<file path="src/rtl/mem_arbiter.sv">
// mem_arbiter: shares one memory port between fetch and data requesters,
// data-first with a bounded data streak and a watchdog on unacknowledged accesses.
module mem_arbiter #(
  parameter int ADDR_W      = 32,
  parameter int DATA_W      = 32,
  parameter int MAX_D_BURST = 4,
  parameter int TIMEOUT     = 255
) (
  input  logic              clk,
  input  logic              rst,
  input  logic              if_req_i,
  input  logic [ADDR_W-1:0] if_addr_i,
  output logic              if_gnt_o,
  output logic              if_valid_o,
  output logic [DATA_W-1:0] if_rdata_o,
  input  logic              d_req_i,
  input  logic              d_we_i,
  input  logic [ADDR_W-1:0] d_addr_i,
  input  logic [DATA_W-1:0] d_wdata_i,
  output logic              d_gnt_o,
  output logic              d_valid_o,
  output logic [DATA_W-1:0] d_rdata_o,
  output logic              mem_req_o,
  output logic              mem_we_o,
  output logic [ADDR_W-1:0] mem_addr_o,
  output logic [DATA_W-1:0] mem_wdata_o,
  input  logic [DATA_W-1:0] mem_rdata_i,
  input  logic              mem_ready_i,
  output logic              err_o,
  output logic              busy_o
);
  localparam int SW = $clog2(MAX_D_BURST + 1);
  localparam int WW = $clog2(TIMEOUT + 1);
  typedef enum logic [1:0] {IDLE, BUSY_IF, BUSY_D} state_t;
  state_t        state;
  logic [SW-1:0] d_streak;
  logic [WW-1:0] wd;
  logic          d_win, expire;
  always_comb begin
    d_win    = d_req_i && !(if_req_i && d_streak == SW'(MAX_D_BURST));
    d_gnt_o  = state == IDLE && d_win;
    if_gnt_o = state == IDLE && if_req_i && !d_win;
    expire   = wd == WW'(TIMEOUT - 1);
  end
  assign mem_req_o = state != IDLE;
  assign busy_o    = state != IDLE;
  always_ff @(posedge clk or posedge rst) begin
    if (rst) begin
      state       <= IDLE;
      d_streak    <= '0;
      wd          <= '0;
      mem_we_o    <= 1'b0;
      mem_addr_o  <= '0;
      mem_wdata_o <= '0;
      if_rdata_o  <= '0;
      d_rdata_o   <= '0;
      if_valid_o  <= 1'b0;
      d_valid_o   <= 1'b0;
      err_o       <= 1'b0;
    end else begin
      if_valid_o <= 1'b0;
      d_valid_o  <= 1'b0;
      err_o      <= 1'b0;
      if (state == IDLE) begin
        if (d_gnt_o) begin
          state       <= BUSY_D;
          mem_we_o    <= d_we_i;
          mem_addr_o  <= d_addr_i;
          mem_wdata_o <= d_wdata_i;
          wd          <= '0;
          d_streak    <= !if_req_i ? '0 : d_streak == SW'(MAX_D_BURST) ? d_streak : d_streak + SW'(1);
        end else if (if_gnt_o) begin
          state       <= BUSY_IF;
          mem_we_o    <= 1'b0;
          mem_addr_o  <= if_addr_i;
          mem_wdata_o <= '0;
          wd          <= '0;
          d_streak    <= '0;
        end
      end else if (mem_ready_i || expire) begin
        // completion takes precedence over a coincident watchdog expiry
        state      <= IDLE;
        err_o      <= !mem_ready_i;
        if_valid_o <= state == BUSY_IF;
        d_valid_o  <= state == BUSY_D;
        if (mem_ready_i && state == BUSY_IF) if_rdata_o <= mem_rdata_i;
        if (mem_ready_i && state == BUSY_D && !mem_we_o) d_rdata_o <= mem_rdata_i;
      end else begin
        wd <= wd + WW'(1);
      end
    end
  end
endmodule

</file>
<file path="config.mk">
export PLATFORM = sky130hd
export DESIGN_NAME = mem_arbiter
export DESIGN_NICKNAME = d
export VERILOG_FILES = /design/src/rtl/mem_arbiter.sv
export SDC_FILE = /design/constraint.sdc
export NUM_CORES = 1
export LEC_CHECK = 0
export BUFFER_PORTS_ARGS = -buffer_cell sky130_fd_sc_hd__buf_4
export CAP_MARGIN = 40
export CORE_MARGIN = 3
export CORE_UTILIZATION = 33
export DETAILED_ROUTE_END_ITERATION = 7
export PLACE_DENSITY = 0.7
export SYNTH_ARGS = -nofsm -noshare
export SYNTH_HDL_FRONTEND = slang
export SYNTH_SLANG_ARGS = --single-unit
export TNS_END_PERCENT = 30
</file>
<file path="constraint.sdc">
create_clock -name clk -period 5.9 [get_ports clk]
set_input_delay 0.885 -clock clk [delete_from_list [all_inputs] [get_ports clk]]
set_output_delay 0.885 -clock clk [all_outputs]
set_load 0.01 [all_outputs]
</file>
==> impl_metrics.py <==
metrics = {
    "placement": {
        "placed_cell_area_um2": 7910,
        "portBuffers": 269,
        "dp_hpwl_um": 11600,
        "gp_congestion": 0.801,
    },
    "routing": {
        "vias": 4476,
        "viasPerCell": 4.80,
        "met3WireLength_um": 1470,
        "drc": 0,
        "drt_first_iter_violations": 191,
        "met1_length_um": 6400,
        "drtAntennaViolNets": 0,
        "dr_wl_met2_um": 7720,
        "wl_um": 15800,
        "routedWlPerCell_um": 16.9,
        "dr.pass1.iters": 4,
        "routed.top_layer": "met4",
    },
    "sta": {
        "clock-skew-final_ns": 0.00670,
        "maxSlewViolCount": 0,
        "post-route-period-util_pct": 61.0,
        "min_period_ns": 3.60,
        "fmax_mhz": 278,
        "worst_pin_slew_ns": 0.697,
        "setup_viol": 0,
        "rsz0062_at_grt": "false",
        "maxSlewHeadroom_pct": 53.5,
        "final.setup.tns_ns": 0,
        "final_hold_viol_count": 0,
        "timing.hold.ws_ns": 0.459,
    },
    "synth": {
        "yosys.area.top_type_share_pct": 64.2,
        "syn_nets": 568,
        "synth.avg_cell_area_um2": 13.1,
        "synth.most_common_cell": "dfrtp_1",
        "synth_flop_cell": "dfrtp_1",
        "synth_top_area_cell": "dfrtp_1",
        "synth_edf_count": 0,
        "seq_area_frac_synth_pct": 64.2,
        "ys.warnings.count": 0,
        "synth.distinct_cells": 40,
        "netlist_area_um2": 5650,
        "synth_area_leaders": "dfrtp_1 64%, mux2_2 12%, a22o_1 5.1%",
        "synth_common_cells": "145 x dfrtp_1, 66 x nor2_1, 62 x mux2_2",
        "synthCells": 430,
        "ys_ff_latch": 145,
        "postSynth.asyncResetShare_pct": 100,
    },
    "pwr": {
        "power.density_nw_per_um2": 527,
        "p_seq_share_pct": 37.7,
        "power_frac_clock_pct": 25.9,
        "switching_share_pct": 32.0,
        "leakage_nw": 4.11,
        "finalPower_mw": 4.50,
        "combPwrFrac_pct": 36.4,
        "switching_power_mw": 1.44,
        "p_int_mw": 3.06,
        "peakVddDrop_v": 0.000261,
    },
    "global_routing": {
        "grt_overflow": 0,
        "grt_start_max_net_pins": 66,
        "grt_pass1_vias": 4616,
        "grt_pass1_wl_um": 23400,
        "grt_use_total_pct": 16.2,
        "antenna_found_initial": 0,
    },
    "setup_path": {
        "cp.arrival_ns": 2.71,
        "r2r_slack_ns": 3.46,
        "r2r_cells": 5,
        "rr_endpoint": "d_streak[0]$_DFFE_PP0P_",
        "worstPathRequired_ns": 5.02,
        "start_kind": "register",
        "critPathKind": "reg -> out",
        "cp_max_fo": 37,
        "critPathBufInv": 2,
        "crit_slowest_cell": "inv_2",
        "reg2reg_from": "state[0]$_DFFE_PP0P_",
        "cp_top_family": "buffers and inverters",
        "max_stage_delay_ns": 0.74,
        "end_kind": "output pin",
        "critPathLaunch": "state[0]$_DFFE_PP0P_",
        "crit_chain": "nor2_4 > nand3_2 > inv_2 > buf_4",
    },
    "cts": {
        "cts_buffer_depth": 2,
        "cts_buffers": 17,
        "cts_sinks": 145,
        "cts_tree": "yes",
        "path_clk_slew_ns": 0.06,
        "clkLatencyLatePin_ns": 0.42,
        "cts_setup_buffers": 0,
        "ctsRootBufferMaster": "clkbuf_16",
        "cts.repair.resized": 0,
        "holdBufCountCts": 0,
        "cts_max_level": 4,
    },
    "floorplan": {
        "core_um2": 16700,
        "chipHeight_um": 137,
        "dieWidth_um": 137,
        "rows": 47,
        "io_pins": 270,
        "start_util_pct": 33.9,
        "die_area_um2": 18700,
    },
    "flow_run": {
        "maxCapViolCount": 0,
    },
    "final_layout": {
        "area_growth_pct": 51.2,
        "drive_gt1_share_pct": 53.2,
        "final_util_pct": 51.2,
        "diodes": 0,
        "design_area_um2": 8550,
        "nets": 838,
    },
    "outcome": {
        "outcome": "complete, no violations",
    },
    "min_path": {
        "holdCritPathClass": "in -> async",
    },
}
-- cell type report --
class	count	area (um2)
inverters	10	42.5
fillers	1454	8150
flip-flops and latches	145	3630
clock buffers	17	425
clock inverters	15	219
repair buffers	276	2090
multi-input cells	250	1870
well taps	220	275
-- power by group through the flow --
stage	Clock (mW)	Sequential, mW	Combinational (mW)
final	1.17	1.70	1.64
after floorplan	0	1.86	0.576
after CTS	1.20	1.70	1.67
after global placement	0	1.69	1.62
after global routing	1.24	1.75	1.78
after detailed placement	0	1.71	1.67
-- how the worst max path moves through the flow --
stage	slack, ns	cells after the start	end
final	2.30	4	d_gnt_o
after global routing	2.10	4	d_gnt_o
after CTS	2.28	4	d_gnt_o
after detailed placement	2.40	5	d_gnt_o
after global placement	2.44	5	d_gnt_o
after floorplan	1.12	1	d_rdata_o[0]$_DFFE_PP0P_
-- stage by stage --
step,worst slack (ns),std cells
CTS,2.28,933
detailed placement,2.40,901
global placement,2.44,900
global route,2.10,933
floorplan,1.12,430
finish,2.30,933
-- sequential cells by signal, summed over array words and instances, names as in the netlist --
name	cells
if_valid_o	1
if_rdata_o	32
d_streak	3
d_rdata_o	32
mem_addr_o	32
d_valid_o	1
state	2
err_o	1
mem_we_o	1
mem_wdata_o	32
wd	8
-- metal layers --
metal  track usage [%]  vias up
met4              5.21        0
met1              18.6     2167
met2              27.8      205
met3              6.32       15
met5                 0        -
li1                  -     2089
-- cells by family (layout without fill, tap and decap cells) --
group                      after synthesis  after routing  synth area share, %
DFF                                    145            145                 64.2
AOI/OAI and AO/OA                       91             91                 12.0
adders and majority gates                4              4                0.885
buffers and inverters                   35            318                 3.14
and+or+nand+nor                         91             91                 7.04
muxes                                   64             64                 12.7
-- placed cells by master, fill, tap and decap left out, drive strengths merged, types with 2 or more instances in the layout --
cell type	instances
a21o	3
a22o	33
buf	276
bufinv	4
clkbuf	17
clkinvlp	2
dfrtp	145
ha	4
inv	18
mux2	64
nand2	6
nand3	8
nand4	2
nor2	67
nor3b	2
nor4	2
o211ai	2
o21a	2
o21ai	6
o22ai	33
o31a	2
o31ai	2
No activity file was read; power rests on OpenSTA's default activity.
